## config.mk

```make
export PLATFORM = sky130hd
export DESIGN_NAME = mem_access_unit
export DESIGN_NICKNAME = d
export VERILOG_FILES = /design/src/rtl/mem_access_pkg.sv /design/src/rtl/mem_access_unit_down_counter.sv /design/src/rtl/mem_access_unit.sv
export SDC_FILE = /design/constraint.sdc
export NUM_CORES = 1
export LEC_CHECK = 0
export CORE_MARGIN = 3
export CORE_UTILIZATION = 45
export DETAILED_ROUTE_END_ITERATION = 10
export PLACE_DENSITY = 0.86
export SLEW_MARGIN = 10
export SYNTH_ARGS = -nofsm -noshare
export SYNTH_HDL_FRONTEND = slang
export SYNTH_HIERARCHICAL = 1
export SYNTH_SLANG_ARGS = --single-unit
```

## constraint.sdc

```tcl
create_clock -name Clk -period 4.91 [get_ports Clk]
set_input_delay 0.7365 -clock Clk [delete_from_list [all_inputs] [get_ports Clk]]
set_output_delay 0.7365 -clock Clk [all_outputs]
set_load 0.005 [all_outputs]
```

## src/rtl/mem_access_pkg.sv

```systemverilog
// mem_access_pkg: shared types and helpers for the memory access unit.
//   state_e   - access FSM states (IDLE, ACCESS, DONE)
//   op_e      - latched operation (OP_READ, OP_WRITE)
//   WAIT_W    - width of the wait-state counter
//   fill_ones - all-ones pattern of a given width, used for the timeout read fill
package mem_access_pkg;

  localparam int unsigned WAIT_W     = 8;
  localparam int unsigned FILL_MAX_W = 64;

  typedef enum logic [1:0] {
    IDLE   = 2'd0,
    ACCESS = 2'd1,
    DONE   = 2'd2
  } state_e;

  typedef enum logic {
    OP_READ  = 1'b0,
    OP_WRITE = 1'b1
  } op_e;

  // Low 'width' bits set; callers cast down to their data width.
  function automatic logic [FILL_MAX_W-1:0] fill_ones(input int unsigned width);
    logic [FILL_MAX_W-1:0] res;
    res = '0;
    for (int unsigned i = 0; i < FILL_MAX_W; i++) begin
      if (i < width) res[i] = 1'b1;
    end
    return res;
  endfunction

endpackage

```

## src/rtl/mem_access_unit_down_counter.sv

```systemverilog
// down_counter: loadable counter with enable and zero flag.
//   UP=0: counts down while enabled and saturates at zero.
//   UP=1: counts up while enabled (wraps at 2**WIDTH).
// Ports:
//   clk, rst_n        clock, asynchronous active-low reset (count -> 0)
//   load, load_val    synchronous load, takes priority over en
//   en                count enable
//   count             current value
//   zero              count == 0
module down_counter
  import mem_access_pkg::*;
#(
  parameter int unsigned WIDTH = WAIT_W,
  parameter bit          UP    = 1'b0
) (
  input  logic             clk,
  input  logic             rst_n,
  input  logic             load,
  input  logic [WIDTH-1:0] load_val,
  input  logic             en,
  output logic [WIDTH-1:0] count,
  output logic             zero
);

  always_ff @(posedge clk or negedge rst_n) begin
    if (!rst_n) begin
      count <= '0;
    end else if (load) begin
      count <= load_val;
    end else if (en) begin
      if (UP) begin
        count <= count + WIDTH'(1);
      end else if (count != '0) begin
        count <= count - WIDTH'(1);
      end
    end
  end

  assign zero = (count == '0);

endmodule

```

## src/rtl/mem_access_unit.sv

```systemverilog
// mem_access_unit: owns MAR/MDR and runs a request/ready handshake to the RAM/IO controller.
// Reads and writes are started from IDLE with Rd_Req/Wr_Req (read wins if both), held in
// ACCESS for at least WAIT_CYCLES cycles until Mem_Ready, then report Done for one cycle.
// Optional feature (macro MEM_ACCESS_TIMEOUT_EN): abort an access after TIMEOUT cycles in
// ACCESS with Err and Done together; a timed-out read fills MDR with all-ones.
// Ports:
//   Clk, Reset              clock, asynchronous active-low reset
//   Bus_In, LD_MAR, LD_MDR  CPU bus data and register loads (honoured in IDLE only)
//   Rd_Req, Wr_Req          access requests (accepted in IDLE only, never queued)
//   MAR, MDR                register contents
//   Busy, Done, Err         status: not idle, completion pulse, timeout pulse
//   Mem_Addr, Mem_WData     memory address/write data (mirror MAR/MDR)
//   Mem_CE, Mem_WE          access strobe and write qualifier
//   Mem_RData, Mem_Ready    memory read data and completion
module mem_access_unit
  import mem_access_pkg::*;
#(
  parameter int unsigned DATA_W      = 16,
  parameter int unsigned ADDR_W      = 16,
  parameter int unsigned WAIT_CYCLES = 2,
  parameter int unsigned TIMEOUT     = 255
) (
  input  logic              Clk,
  input  logic              Reset,
  input  logic [DATA_W-1:0] Bus_In,
  input  logic              LD_MAR,
  input  logic              LD_MDR,
  input  logic              Rd_Req,
  input  logic              Wr_Req,
  output logic [ADDR_W-1:0] MAR,
  output logic [DATA_W-1:0] MDR,
  output logic              Busy,
  output logic              Done,
  output logic              Err,
  output logic [ADDR_W-1:0] Mem_Addr,
  output logic [DATA_W-1:0] Mem_WData,
  output logic              Mem_CE,
  output logic              Mem_WE,
  input  logic [DATA_W-1:0] Mem_RData,
  input  logic              Mem_Ready
);

  localparam int unsigned CP_W = (ADDR_W < DATA_W) ? ADDR_W : DATA_W;

  state_e            state;
  op_e               op;
  logic [ADDR_W-1:0] bus_addr;
  logic              start;
  logic [WAIT_W-1:0] wait_count;
  logic              wait_zero;

  // Low bus bits into MAR; zero-extended when the address is wider than the bus.
  always_comb begin
    bus_addr           = '0;
    bus_addr[CP_W-1:0] = Bus_In[CP_W-1:0];
  end

  assign start = (state == IDLE) && (Rd_Req || Wr_Req);

  down_counter #(
    .WIDTH (WAIT_W),
    .UP    (1'b0)
  ) u_wait_cnt (
    .clk      (Clk),
    .rst_n    (Reset),
    .load     (start),
    .load_val (WAIT_W'(WAIT_CYCLES)),
    .en       (state == ACCESS),
    .count    (wait_count),
    .zero     (wait_zero)
  );

`ifdef MEM_ACCESS_TIMEOUT_EN
  localparam int unsigned TO_W = $clog2(TIMEOUT + 1);

  logic [TO_W-1:0] to_count;
  logic            to_zero;
  logic            to_hit;

  down_counter #(
    .WIDTH (TO_W),
    .UP    (1'b1)
  ) u_timeout_cnt (
    .clk      (Clk),
    .rst_n    (Reset),
    .load     (start),
    .load_val ('0),
    .en       (state == ACCESS),
    .count    (to_count),
    .zero     (to_zero)
  );

  // Counter is 0 in the first ACCESS cycle, so TIMEOUT-1 marks the last allowed cycle.
  assign to_hit = (to_count == TO_W'(TIMEOUT - 1));
`else
  assign Err = 1'b0;
`endif

  always_ff @(posedge Clk or negedge Reset) begin
    if (!Reset) begin
      state  <= IDLE;
      op     <= OP_READ;
      MAR    <= '0;
      MDR    <= '0;
      Busy   <= 1'b0;
      Done   <= 1'b0;
      Mem_CE <= 1'b0;
      Mem_WE <= 1'b0;
`ifdef MEM_ACCESS_TIMEOUT_EN
      Err    <= 1'b0;
`endif
    end else begin
      Done <= 1'b0;
`ifdef MEM_ACCESS_TIMEOUT_EN
      Err  <= 1'b0;
`endif
      unique case (state)
        IDLE: begin
          // Loads land before the access starts, so a same-cycle request uses the new values.
          if (LD_MAR) MAR <= bus_addr;
          if (LD_MDR) MDR <= Bus_In;
          if (Rd_Req || Wr_Req) begin
            state  <= ACCESS;
            op     <= Rd_Req ? OP_READ : OP_WRITE;
            Busy   <= 1'b1;
            Mem_CE <= 1'b1;
            Mem_WE <= !Rd_Req;
          end
        end
        ACCESS: begin
          if (wait_zero && Mem_Ready) begin
            state  <= DONE;
            Done   <= 1'b1;
            Mem_CE <= 1'b0;
            Mem_WE <= 1'b0;
            if (op == OP_READ) MDR <= Mem_RData;
          end
`ifdef MEM_ACCESS_TIMEOUT_EN
          else if (to_hit) begin
            state  <= DONE;
            Done   <= 1'b1;
            Err    <= 1'b1;
            Mem_CE <= 1'b0;
            Mem_WE <= 1'b0;
            if (op == OP_READ) MDR <= DATA_W'(fill_ones(DATA_W));
          end
`endif
        end
        DONE: begin
          state <= IDLE;
          Busy  <= 1'b0;
        end
        default: begin
          state <= IDLE;
        end
      endcase
    end
  end

  assign Mem_Addr  = MAR;
  assign Mem_WData = MDR;

  // Every completed access drains the wait counter, so IDLE always sees it at zero.
  a_idle_wait_clear: assert property (@(posedge Clk) disable iff (!Reset)
                                      (state == IDLE) |-> (wait_count == '0));
  a_timeout_cfg: assert property (@(posedge Clk) TIMEOUT > WAIT_CYCLES);

endmodule

```

==> impl_metrics.json, run 1 <==
{
  "routabilityCongestion": 0.836,
  "clockBufferDepth": 2,
  "cts_tree": "built",
  "overflow": 0,
  "async_flop_share_pct": 100,
  "grt.total_usage_pct": 20.3,
  "yosys-top-cells-area": "dfrtp_1 49%, buf_4 10%, mux2_1 7.5%",
  "cp_max_fo": 21,
  "synth-edff-count": 0,
  "seq_area_frac_synth_pct": 48.9,
  "critical-path-top-delay-family": "simple AND/OR/NAND/NOR gates",
  "synth_cells": 208,
  "p_leak_nw": 1.34,
  "first_pass_iters": 4,
  "finalClockSkew_ns": 0.00962,
  "drc_errors": 0,
  "n_fill_cell": 409,
  "worstMarginPinSlew_ns": 1.05,
  "synth_top_cell_by_area": "dfrtp_1",
  "die_x_um": 79.1,
  "layout_commonest_cell": "clkdlybuf4s50_1",
  "drive_gt1_share_pct": 4.90,
  "period_needed_ns": 3.23,
  "ys.warnings.count": 6,
  "cts-root-buf": "clkbuf_8",
  "area_growth_pct": 39.4,
  "syn_area_per_cell_um2": 11.6,
  "rsz0062_at_grt": "no",
  "syn_area_um2": 2400,
  "outcome": "finished, final reports clean",
  "path_clk_slew_ns": 0.09,
  "wl_per_cell_um": 17.5,
  "cp.required_ns": 5.15,
  "end_kind": "register",
  "ant_nets": 0,
  "hpwl_mm": 4.59,
  "max_cap_viol_count": 0,
  "crit_chain": "inv_1 > ha_1 > or4b_4 > nor2_1 > nand4b_1 > o21ai_4 > o21a_1",
  "synth-seq-cells": 47,
  "routed-via-count": 1889,
  "grt_pass1_wl_mm": 9.97,
  "core_area_um2": 4940,
  "finalCritPeriodShare_pct": 65.9,
  "final_cell_mix": "105 x clkdlybuf4s50_1, 47 x dfrtp_1, 16 x mux2_1, 16 x o32a_1, 16 x o21a_1",
  "h-tree-depth": 2,
  "synth_cell_types": 46,
  "crit_arrival_ns": 3.48,
  "grt_max_degree": 48,
  "insertion_delay_ns": 0.31,
  "finalSetupViolCount": 0,
  "grt_pass1_vias": 1922,
  "cts_made_buffers": 5,
  "initial_utilization_pct": 48.6,
  "max_freq_mhz": 309,
  "final_util_pct": 67.8,
  "cts_sinks": 47,
  "cp-start-kind": "register",
  "min_path_type": "register to register",
  "rows": 25,
  "relSlewSlack_pct": 30.1,
  "finalHoldViolCount": 0,
  "io_pins": 108,
  "setup_tns_ns": 0,
  "crit_slowest_cell": "nand4b_1",
  "antenna_found_initial": 0,
  "synthFlopType": "dfrtp_1",
  "postCtsSetupBuffers": 0,
  "nNetsFinal": 325,
  "ir_worst_vdd_v": 0.000308,
  "cts_resized": 0,
  "synth.top_cell.area_share_pct": 48.9,
  "insertedDiodeCount": 0,
  "die_h_um": 79.1,
  "powerDensity_nw_per_um2": 582,
  "worstSetupPathType": "register to register",
  "crit_path_max_incr_delay_ns": 0.79,
  "drt_wl_total_mm": 6.17,
  "timing.critical_path.buf_inv": 1,
  "viasPerCell": 5.35,
  "hold_buffers": 0,
  "slew_viol_final": 0,
  "drt_iter0_drc": 66,
  "die_area_um2": 6250,
  "io_buffers": 106
}
==> per-layer routing <==
layer  vias up  part of all wire (%)  track usage [%]
li1        883                     -                -
met1       923                    42             25.6
met2        75                    51             35.7
met3         8                   5.3             3.74
met4         0                   1.3             5.67
met5         -                     0                0
==> state kept, by name, indices dropped and copies added, names as in the netlist <==
register / cells
u_wait_cnt/count: 8
Busy: 1
Mem_WE: 1
state: 2
op: 1
MDR: 16
MAR: 16
Mem_CE: 1
Done: 1
==> cells in the mapped netlist (2+ instances only) <==
cell / n
nor4b_1: 2
mux2_1: 16
nand2_1: 9
nor2_1: 5
o21ai_0: 4
inv_1: 7
or3b_1: 2
or3_1: 2
nand3_1: 2
buf_6: 4
conb_1: 2
buf_4: 33
o32a_1: 16
dfrtp_1: 47
a2bb2oi_1: 2
o211ai_1: 2
buf_2: 3
clkbuf_1: 3
nor3_1: 2
nor3b_1: 2
a21oi_1: 2
o21a_1: 16
a31oi_1: 2
==> cells by family after synthesis <==
kind of cell             share of synthesized area (%)
other                                            0.312
AO/OA/AOI/OAI                                     19.9
buffers and inverters                             14.5
AND/OR/NAND/NOR                                   8.33
adder cells (fa/ha/maj)                          0.520
multiplexers                                      7.50
flip-flops                                        48.9
==> tightest hold or removal path, stage by stage (launching register included) <==
cell	delay, ns
dfrtp_1	0.35
nand2_1	0.05
nand2_1	0.06
==> metrics by stage <==
step | area (um^2) | power (mW) | instances | setup slack, ns | hold WS (ns)
floorplan | 2430 | 1.22 | 215 | 2.70 | 0.441
global placement | 3250 | 1.67 | 345 | 1.86 | 0.480
detailed placement | 3250 | 1.71 | 345 | 1.74 | 0.475
CTS | 3350 | 1.97 | 353 | 1.69 | 0.501
global route | 3350 | 2.07 | 353 | 1.39 | 0.548
finish | 3350 | 1.95 | 353 | 1.68 | 0.486
==> where the power goes <==
part	leakage (nW)	internal (mW)	switching (mW)
Combinational	0.752	0.639	0.308
Clock	0.0474	0.115	0.135
Sequential	0.545	0.566	0.186
==> final timing paths <==
kind                                startpoint                  end  slack [ns]  cells past startpoint
hold reg to reg                         Mem_CE               Mem_CE        0.49                      2
max in group asynchronous                Reset  u_wait_cnt/count[7]        3.65                      1
min in group asynchronous                Reset               MAR[6]        0.61                      1
hold / removal                          Mem_CE               Mem_CE        0.49                      2
setup / recovery           u_wait_cnt/count[0]               MDR[9]        1.68                      7
setup reg to reg           u_wait_cnt/count[0]               MDR[9]        1.68                      7
==> layout make-up <==
class                      count  area [um^2]  area share, %
multi-input combinational    117          905           27.0
tap                           67         83.8           2.50
inverter                       8         30.0          0.897
clock inverter                 2         16.3          0.486
timing repair buffer         106         1060           31.5
sequential                    47         1180           35.1
clock buffer                   6         82.6           2.47
No activity file was read; power rests on OpenSTA's default activity.
==> inputs of run 2 (changes only) <==
--- a/config.mk
+++ b/config.mk
@@ -6,9 +6,9 @@
 export NUM_CORES = 1
 export LEC_CHECK = 0
 export CORE_MARGIN = 3
-export CORE_UTILIZATION = 45
+export CORE_UTILIZATION = 38
 export DETAILED_ROUTE_END_ITERATION = 10
-export PLACE_DENSITY = 0.86
+export PLACE_DENSITY = 0.77
 export SLEW_MARGIN = 10
 export SYNTH_ARGS = -nofsm -noshare
 export SYNTH_HDL_FRONTEND = slang
==> constraint.sdc (replaced) <==
create_clock -name Clk -period 2.97 [get_ports Clk]
set_input_delay 0.4455 -clock Clk [delete_from_list [all_inputs] [get_ports Clk]]
set_output_delay 0.4455 -clock Clk [all_outputs]
set_load 0.005 [all_outputs]
==> run 2 against run 1 <==
Against the previous run: clock-buffer cell count stayed put; clock power increased by 92%; die area increased by 17%; largest power group unchanged; total power up 67%; sequential cell count is the same; combinational power grew 64%.
==> impl_metrics.json, run 2 (synthesis results as in run 1) <==
{
  "io_buffers": 106,
  "insertedDiodeCount": 0,
  "gr-usage-met1_pct": 20.1,
  "finalSetupViolCount": 0,
  "path_clk_slew_ns": 0.09,
  "final_cell_mix": "105 x clkdlybuf4s50_1, 47 x dfrtp_1, 16 x mux2_1, 16 x o32a_1, 16 x o21a_1",
  "clockBufferDepth": 2,
  "wl_per_cell_um": 15.4,
  "placed_area_um2": 3290,
  "met3_usage_pct": 3.65,
  "slew_viol_final": 0,
  "grt_max_degree": 48,
  "antenna_found_initial": 0,
  "timing.critical_path.buf_inv": 2,
  "hold_buffers": 0,
  "crit_slowest_cell": "or4b_4",
  "drc_errors": 0,
  "cts-root-buf": "clkbuf_8",
  "insertion_delay_ns": 0.29,
  "grt.total_usage_pct": 15.2,
  "cts_sinks": 47,
  "finalHoldViolCount": 0,
  "grt.busiest_layer": "met2",
  "cts_resized": 0,
  "die_x_um": 85.5,
  "routabilityCongestion": 0.913,
  "r2r_cells": 8,
  "finalClockSkew_ns": 0.00608,
  "die_area_um2": 7320,
  "postCtsSetupBuffers": 0,
  "rrSetupSlack_ns": 0.57,
  "overflow": 0,
  "drt_iter0_drc": 66,
  "max_freq_mhz": 418,
  "gr-usage-met2_pct": 24.6,
  "ant_nets": 0,
  "relSlewSlack_pct": 31.2,
  "hpwl_mm": 4.18,
  "io_pins": 108,
  "final_util_pct": 56.6,
  "layout_commonest_cell": "clkdlybuf4s50_1",
  "top_regs": "MAR (16), MDR (16), u_wait_cnt/count (8)",
  "powerDensity_nw_per_um2": 955,
  "core_area_um2": 6030,
  "cp-start-kind": "register",
  "viasPerCell": 5.08,
  "nNetsFinal": 329,
  "p_leak_nw": 1.38,
  "setup_tns_ns": 0,
  "crit_path_max_incr_delay_ns": 0.52,
  "ir_worst_vdd_v": 0.000400,
  "crit_arrival_ns": 2.63,
  "die_h_um": 85.5,
  "cts_tree": "built",
  "rows": 28,
  "stdcell_area_um2": 3410,
  "drt_wl_total_mm": 5.62,
  "grt_pass1_wl_mm": 8.84,
  "cts_made_buffers": 5,
  "crit_chain": "inv_1 > ha_1 > or4b_4 > nor2_1 > nand4b_1 > buf_4 > o21ai_4 > o21a_1",
  "worstMarginPinSlew_ns": 1.03,
  "worstSetupPathDepth": 8,
  "h-tree-depth": 2,
  "end_kind": "register",
  "worstSetupPathType": "register to register",
  "grt_pass1_vias": 1798,
  "cp.required_ns": 3.20,
  "first_pass_iters": 4,
  "finalCritPeriodShare_pct": 80.6,
  "max_cap_viol_count": 0,
  "rsz0062_at_grt": "no",
  "outcome": "finished, final reports clean",
  "critical-path-top-delay-family": "simple AND/OR/NAND/NOR gates",
  "min_path_type": "primary input to async pin",
  "period_needed_ns": 2.40,
  "routed-via-count": 1854,
  "drive_gt1_share_pct": 6.21,
  "cp_max_fo": 16,
  "area_growth_pct": 41.8,
  "initial_utilization_pct": 39.9
}
==> run 2: changes by cell type in the layout (fill, tap and decap cells not counted), sizes merged <==
cell and change:
buf +4, bufinv +1, clkinvlp -1
==> run 2: routing by layer <==
layer	up-vias	share of wire, %
met3	2	6.4
met2	77	48
met1	882	45
met4	0	0.73
met5	-	0
li1	893	-
==> run 2: area by class of cell <==
| type | instances | area [um^2] |
|---|---|---|
| fillers | 525 | 2620 |
| flip-flops and latches | 47 | 1180 |
| repair buffers | 110 | 1090 |
| multi-input cells | 117 | 905 |
| well taps | 75 | 93.8 |
| clock buffers | 6 | 82.6 |
| clock inverters | 2 | 35.0 |
| inverters | 8 | 30.0 |
==> run 2: worst paths after layout <==
kind                                     start                   to
max                        u_wait_cnt/count[0]               MDR[9]
min                                      Reset  u_wait_cnt/count[6]
max reg2reg                u_wait_cnt/count[0]               MDR[9]
min reg2reg                             Mem_CE               Mem_CE
max in group asynchronous                Reset             state[1]
min in group Clk                        Mem_CE               Mem_CE
==> run 2: power by group <==
part | internal [mW] | switching (mW)
Sequential | 0.936 | 0.290
Clock | 0.272 | 0.207
Combinational | 1.06 | 0.488
Total | 2.27 | 0.985
==> run 2: per-stage QoR <==
stage                     hold slack (ns)  power, mW  std cells  setup slack, ns
after floorplan                     0.150       2.02        215            0.761
after global placement              0.489       2.77        357            0.648
after detailed placement            0.478       2.80        357            0.565
after CTS                           0.372       3.30        365            0.542
after global routing                0.431       3.48        365            0.348
final                               0.333       3.25        365            0.575
==> run 2: worst reg2reg max path, cell delays in order, from the launching register on <==
cell and delay [ns]:
dfrtp_1 0.41, inv_1 0.09, ha_1 0.22, or4b_4 0.52, nor2_1 0.16, nand4b_1 0.14
buf_4 0.22, o21ai_4 0.39, o21a_1 0.18
